File: src/rtl/spram_arbiter_if.sv
// spram_arbiter_if: bundles every requester's request/response channel and the RAM port.
// slave  - the arbiter's view.
// master - the view of the surrounding requesters and RAM instance.
interface spram_arbiter_if #(
    parameter int unsigned NUM_REQ  = 2,
    parameter int unsigned DEPTH_L2 = 4,
    parameter int unsigned WIDTH    = 32
);
    logic [NUM_REQ-1:0]          req_valid;
    logic [NUM_REQ-1:0]          req_ready;
    logic [NUM_REQ-1:0]          req_we;
    logic [NUM_REQ*DEPTH_L2-1:0] req_addr;
    logic [NUM_REQ*WIDTH-1:0]    req_wdata;
    logic [NUM_REQ-1:0]          rsp_valid;
    logic [WIDTH-1:0]            rsp_data;
    logic                        ram_wr_valid;
    logic [DEPTH_L2-1:0]         ram_wr_addr;
    logic [WIDTH-1:0]            ram_wr_data;
    logic                        ram_rd_valid;
    logic [DEPTH_L2-1:0]         ram_rd_addr;
    logic                        ram_rd_ready;
    logic [WIDTH-1:0]            ram_rd_data;

    modport slave (
        input  req_valid, req_we, req_addr, req_wdata, ram_rd_ready, ram_rd_data,
        output req_ready, rsp_valid, rsp_data,
        output ram_wr_valid, ram_wr_addr, ram_wr_data, ram_rd_valid, ram_rd_addr
    );

    modport master (
        output req_valid, req_we, req_addr, req_wdata, ram_rd_ready, ram_rd_data,
        input  req_ready, rsp_valid, rsp_data,
        input  ram_wr_valid, ram_wr_addr, ram_wr_data, ram_rd_valid, ram_rd_addr
    );
endinterface

File: src/rtl/spram_arbiter.sv
// spram_arbiter: shares one single-port RAM (1-cycle registered read) between NUM_REQ
// requesters. One grant per cycle; read responses are tagged with the winner's index and
// routed back one cycle later.
// Build option SPRAM_ARB_FIXED_PRIO_EN: fixed priority (lowest index wins, no rr_ptr);
// otherwise round-robin starting at rr_ptr.
module spram_arbiter #(
    parameter int unsigned NUM_REQ  = 2,
    parameter int unsigned DEPTH    = 16,
    parameter int unsigned WIDTH    = 32,
    parameter int unsigned DEPTH_L2 = $clog2(DEPTH),
    parameter int unsigned REQ_L2   = (NUM_REQ > 1) ? $clog2(NUM_REQ) : 1
) (
    input  logic           clk,
    input  logic           rst,
    spram_arbiter_if.slave bus
);

    logic                gnt_vld;
    logic [REQ_L2-1:0]   gnt_idx;
    logic                gnt_we;
    logic [DEPTH_L2-1:0] gnt_addr;
    logic [WIDTH-1:0]    gnt_wdata;
    logic                xfer;
    logic                pend_vld;
    logic [REQ_L2-1:0]   pend_tag;
`ifndef SPRAM_ARB_FIXED_PRIO_EN
    logic [REQ_L2-1:0]   rr_ptr;
`endif

    // Winner selection: smallest distance from the priority origin among valid requests.
    always_comb begin
        int unsigned off;
        int unsigned best_off;
        gnt_vld   = 1'b0;
        gnt_idx   = '0;
        gnt_we    = 1'b0;
        gnt_addr  = '0;
        gnt_wdata = '0;
        off       = 0;
        best_off  = NUM_REQ;
        for (int unsigned i = 0; i < NUM_REQ; i++) begin
`ifdef SPRAM_ARB_FIXED_PRIO_EN
            off = i;
`else
            off = (i + NUM_REQ - 32'(rr_ptr)) % NUM_REQ;
`endif
            if (bus.req_valid[i] && (off < best_off)) begin
                best_off = off;
                gnt_vld  = 1'b1;
                gnt_idx  = REQ_L2'(i);
            end
        end
        for (int unsigned i = 0; i < NUM_REQ; i++) begin
            if (gnt_idx == REQ_L2'(i)) begin
                gnt_we    = bus.req_we[i];
                gnt_addr  = bus.req_addr[i*DEPTH_L2 +: DEPTH_L2];
                gnt_wdata = bus.req_wdata[i*WIDTH +: WIDTH];
            end
        end
    end

    assign xfer = gnt_vld && !rst;

    // Handshake, RAM drive and tagged response routing.
    always_comb begin
        bus.req_ready    = '0;
        bus.rsp_valid    = '0;
        for (int unsigned i = 0; i < NUM_REQ; i++) begin
            bus.req_ready[i] = xfer && (gnt_idx == REQ_L2'(i));
            bus.rsp_valid[i] = !rst && bus.ram_rd_ready && pend_vld && (pend_tag == REQ_L2'(i));
        end
        bus.ram_wr_valid = xfer && gnt_we;
        bus.ram_wr_addr  = (xfer && gnt_we) ? gnt_addr : '0;
        bus.ram_wr_data  = (xfer && gnt_we) ? gnt_wdata : '0;
        bus.ram_rd_valid = xfer && !gnt_we;
        bus.ram_rd_addr  = (xfer && !gnt_we) ? gnt_addr : '0;
        bus.rsp_data     = rst ? '0 : bus.ram_rd_data;
    end

    // Remember which requester owns the read data the RAM returns next cycle.
    always_ff @(posedge clk) begin
        if (rst) begin
            pend_vld <= 1'b0;
            pend_tag <= '0;
        end else begin
            pend_vld <= xfer && !gnt_we;
            if (xfer && !gnt_we) begin
                pend_tag <= gnt_idx;
            end
        end
    end

`ifndef SPRAM_ARB_FIXED_PRIO_EN
    // Priority origin moves just past the last winner.
    always_ff @(posedge clk) begin
        if (rst) begin
            rr_ptr <= '0;
        end else if (xfer) begin
            rr_ptr <= (gnt_idx == REQ_L2'(NUM_REQ - 1)) ? '0 : gnt_idx + 1'b1;
        end
    end
`endif

endmodule

File: src/flat_wrapper.sv
// flat-port wrapper written by rule: the top's interface ports become plain ports
module spram_arbiter_flat 
#(
    parameter int unsigned NUM_REQ  = 2,
    parameter int unsigned DEPTH    = 16,
    parameter int unsigned WIDTH    = 32,
    parameter int unsigned DEPTH_L2 = $clog2(DEPTH),
    parameter int unsigned REQ_L2   = (NUM_REQ > 1) ? $clog2(NUM_REQ) : 1
)
  (clk, rst, bus_req_valid, bus_req_we, bus_req_addr, bus_req_wdata, bus_ram_rd_ready, bus_ram_rd_data, bus_req_ready, bus_rsp_valid, bus_rsp_data, bus_ram_wr_valid, bus_ram_wr_addr, bus_ram_wr_data, bus_ram_rd_valid, bus_ram_rd_addr);
  spram_arbiter_if #(.NUM_REQ(NUM_REQ), .DEPTH_L2(DEPTH_L2), .WIDTH(WIDTH)) bus_i ();
  input  logic clk;
  input  logic rst;
  input wire logic [$bits(bus_i.req_valid)-1:0] bus_req_valid;
  input wire logic [$bits(bus_i.req_we)-1:0] bus_req_we;
  input wire logic [$bits(bus_i.req_addr)-1:0] bus_req_addr;
  input wire logic [$bits(bus_i.req_wdata)-1:0] bus_req_wdata;
  input wire logic [$bits(bus_i.ram_rd_ready)-1:0] bus_ram_rd_ready;
  input wire logic [$bits(bus_i.ram_rd_data)-1:0] bus_ram_rd_data;
  output wire logic [$bits(bus_i.req_ready)-1:0] bus_req_ready;
  output wire logic [$bits(bus_i.rsp_valid)-1:0] bus_rsp_valid;
  output wire logic [$bits(bus_i.rsp_data)-1:0] bus_rsp_data;
  output wire logic [$bits(bus_i.ram_wr_valid)-1:0] bus_ram_wr_valid;
  output wire logic [$bits(bus_i.ram_wr_addr)-1:0] bus_ram_wr_addr;
  output wire logic [$bits(bus_i.ram_wr_data)-1:0] bus_ram_wr_data;
  output wire logic [$bits(bus_i.ram_rd_valid)-1:0] bus_ram_rd_valid;
  output wire logic [$bits(bus_i.ram_rd_addr)-1:0] bus_ram_rd_addr;
  assign bus_i.req_valid = bus_req_valid;
  assign bus_i.req_we = bus_req_we;
  assign bus_i.req_addr = bus_req_addr;
  assign bus_i.req_wdata = bus_req_wdata;
  assign bus_i.ram_rd_ready = bus_ram_rd_ready;
  assign bus_i.ram_rd_data = bus_ram_rd_data;
  assign bus_req_ready = bus_i.req_ready;
  assign bus_rsp_valid = bus_i.rsp_valid;
  assign bus_rsp_data = bus_i.rsp_data;
  assign bus_ram_wr_valid = bus_i.ram_wr_valid;
  assign bus_ram_wr_addr = bus_i.ram_wr_addr;
  assign bus_ram_wr_data = bus_i.ram_wr_data;
  assign bus_ram_rd_valid = bus_i.ram_rd_valid;
  assign bus_ram_rd_addr = bus_i.ram_rd_addr;
  spram_arbiter #(.NUM_REQ(NUM_REQ), .DEPTH(DEPTH), .WIDTH(WIDTH), .DEPTH_L2(DEPTH_L2), .REQ_L2(REQ_L2)) u_core (.clk(clk), .rst(rst), .bus(bus_i));
endmodule
File: config.mk
export PLATFORM = sky130hd
export DESIGN_NAME = spram_arbiter_flat
export DESIGN_NICKNAME = d
export VERILOG_FILES = /design/src/rtl/spram_arbiter_if.sv /design/src/rtl/spram_arbiter.sv /design/src/flat_wrapper.sv
export SDC_FILE = /design/constraint.sdc
export NUM_CORES = 1
export LEC_CHECK = 0
export ABC_CLOCK_PERIOD_IN_PS = 2300
export CAP_MARGIN = 20
export CORE_ASPECT_RATIO = 0.6
export CORE_MARGIN = 3
export CORE_UTILIZATION = 27
export CTS_CLUSTER_SIZE = 10
export DETAILED_ROUTE_END_ITERATION = 16
export PLACE_DENSITY = 0.89
export SETUP_SLACK_MARGIN = 0.02
export SYNTH_ARGS = -nofsm -noshare
export SYNTH_HDL_FRONTEND = slang
export SYNTH_SLANG_ARGS = --single-unit
File: constraint.sdc
create_clock -name clk -period 2.3 [get_ports clk]
set_input_delay 0.46 -clock clk [delete_from_list [all_inputs] [get_ports clk]]
set_output_delay 0.46 -clock clk [all_outputs]
set_load 0.02 [all_outputs]
==> results_dict.tcl <==
set metrics [dict create \
    timing.fmax_mhz 449.7 \
    drt-initial-drc-count 135 \
    syn2layout_area_growth_pct 156.4 \
    p_per_area_mw_per_mm2 266.2 \
    synth_nets 309 \
    syn_inst 198 \
    finClkSkew_ns 0.002923 \
    grt_max_degree 33 \
    status "complete, no violations" \
    setup_viol 0 \
    antenna_left 0 \
    post-route-util 0.7336 \
    drive_above_1_share 0.3089 \
    path_class "input pin to output port" \
    synthFlopType "dfxtp_1" \
    synth_commonest_cells "o21ai_0 (37), nand3_1 (36), nor2b_1 (34)" \
    synth_seq_cells 3 \
    rr_worst_depth 4 \
    netlist_area_mm2 0.001340 \
    yosys.area.top_type "a211oi_2" \
    drc 0 \
    die_h_um 60.57 \
    gp_congestion 0.8954 \
    maxCapViolCount 0 \
    min_to "u_core.pend_tag" \
    clock_sinks 3 \
    yosysSeqAreaShare 0.04482 \
    dieArea_mm2 0.005872 \
    synth_warnings 0 \
    wl_um 8171 \
    viasPerCell 5.275 \
    fin_setup_tns_ns 0 \
    critPathLaunch "bus_req_valid[0]" \
    wl_per_cell_um 17.84 \
    r2r_slack_ns 1.06 \
    synth_top_area_frac 0.2708 \
    rows 19 \
    synth.most_common_cell "o21ai_0" \
    clock_path_buffers 2 \
    crit_arrival_ns 1.76 \
    grt_setup_unrepaired "no" \
    power_leakage_uw 0.001346 \
    hold_viol_final 0 \
    antenna_cells 0 \
    die_w_um 96.95 \
    synth_area_leaders "a211oi_2 (27%), nor2b_1 (16%), o21ai_0 (14%)" \
    htreeDepth 1 \
    async_reset_ff_frac 0 \
    start_util 0.2861 \
    ir_worst_vdd_uv 202.6 \
    ios 189 \
    io_buffer_count 188 \
    dr.pass1.iters 4 \
    min_path_cells 2 \
    post-route-period-util 0.9668 \
    synth_edf_count 0 \
    cp-end-kind "output port" \
    r2r-start "u_core.rr_ptr" \
    layout.nets 507 \
    postCtsHoldBufs 0 \
    tightestPinTransition_ns 0.3690 \
    start_kind "input pin" \
    hold_class "flip-flop to flip-flop" \
    min_period_ns 2.224 \
    grtUsageTotal 0.2596 \
    clock_latency_ns 0.22 \
    vias 2416 \
    hold_path.startpoint "u_core.pend_tag" \
    cts_root_buffer "clkbuf_8" \
    dp_hpwl_um 6251 \
    drv_slew 0 \
    core_mm2 0.004683 \
    maxSlewHeadroom 0.7514 \
    gr-total-overflow 0 \
    cp_max_fo 14 \
    first_global_vias 2459 \
    synth_cell_types 19 \
    grt_pass1_wl_um 12450 \
    numCtsBuffers 3 \
    cts.clk_slew.worst_paths_ns 0.03 \
    layout_setup_ws_ns 0.07628 \
    cts_tree "built" \
    syn_area_per_cell_um2 6.768 \
    antenna_found_initial 0 \
    fillers 359 \
    reg2reg_to "u_core.pend_vld" \
    required_ns 1.84 \
    dp_slack_ns -0.6855 \
]
[worst max path at each step]
stage | to | slack, ns | depth (start not counted)
floorplan | bus_ram_wr_data[13] | 0.25 | 5
global placement | bus_ram_wr_data[7] | -0.63 | 6
detailed placement | bus_ram_wr_data[14] | -0.69 | 7
CTS | bus_rsp_valid[1] | 0.02 | 4
global route | bus_ram_wr_data[15] | 0.02 | 7
finish | bus_ram_wr_data[9] | 0.08 | 7
[layout by cell type, fill, tap and decap left out, types with 2 or more instances in the layout]
master and instances:
clkdlybuf4s50_1 138, a211oi_2 36, nand3_1 35, o21ai_0 33, nor2b_1 32, buf_2 30, buf_4 29, buf_6 9
nor2_1 6, a211oi_1 6, dlygate4sd2_1 5, buf_12 5, o21ai_1 4, clkbuf_8 3, dfxtp_1 3, nand2_1 2
nor3_1 2, clkdlybuf4s15_2 2, dlymetal6s2s_1 2
[cells by family (layout without fill, tap and decap cells)]
logic type,Yosys count,after routing,synth area share
buffers and inverters,30,227,0.1139
and+or+nand+nor,82,82,0.3333
DFF,3,3,0.04482
AOI/OAI and AO/OA,83,83,0.5079
[registers in the layout, summed over array words and instances, names as in the netlist]
register	flops
u_core.pend_vld	1
u_core.pend_tag	1
u_core.rr_ptr	1
[worst max-delay path, stage by stage]
cell           delay (ns)
dlygate4sd2_1        0.27
nor2b_4              0.15
buf_4                0.15
o22a_4               0.21
buf_12               0.16
a211oi_1             0.17
buf_2                0.20
[layout make-up]
cell class	count	area, µm²	area share
repair buffers	221	2049	0.5965
clock buffers	4	45.04	0.01311
well taps	63	78.83	0.02294
inverters	2	7.507	0.002185
flip-flops and latches	3	60.06	0.01748
multi-input cells	165	1195	0.3478
[through the flow]
step	power [µW]	area [µm²]	cells	hold slack, ns
floorplan	352.2	1340	198	0.4955
global placement	733.4	3432	451	0.5213
detailed placement	745.9	3432	451	0.5453
CTS	905.7	3405	458	0.5772
global route	960.3	3436	458	0.6034
finish	914.7	3436	458	0.5824
[power breakdown]
group | switching (µW) | internal [µW] | total (µW)
clock | 35.1 | 118 | 153
combinational | 328 | 373 | 701
sequential | 4.58 | 55.9 | 60.5
[timing repair]
| item | 4_1_cts | 5_1_grt |
|---|---|---|
| buffers inserted | 1 | 0 |
| gates cloned | 2 | 0 |
| hold endpoints to repair | 0 | 0 |
| gates resized for setup | 217 | 9 |
| pin swaps | 0 | 0 |
| setup endpoints to repair | 44 | 44 |
[per-layer routing]
| layer | part of all wire | GRT usage | routed length [µm] | vias to the layer above |
|---|---|---|---|---|
| met4 | 0.013 | 0.04600 | 110 | 0 |
| met2 | 0.51 | 0.4922 | 4180 | 138 |
| met5 | 0 | 0 | 0 | - |
| met1 | 0.39 | 0.3083 | 3188 | 1135 |
| li1 | - | - | - | 1127 |
| met3 | 0.085 | 0.06659 | 692 | 16 |
Note: power is estimated with default switching activity, not from simulation.
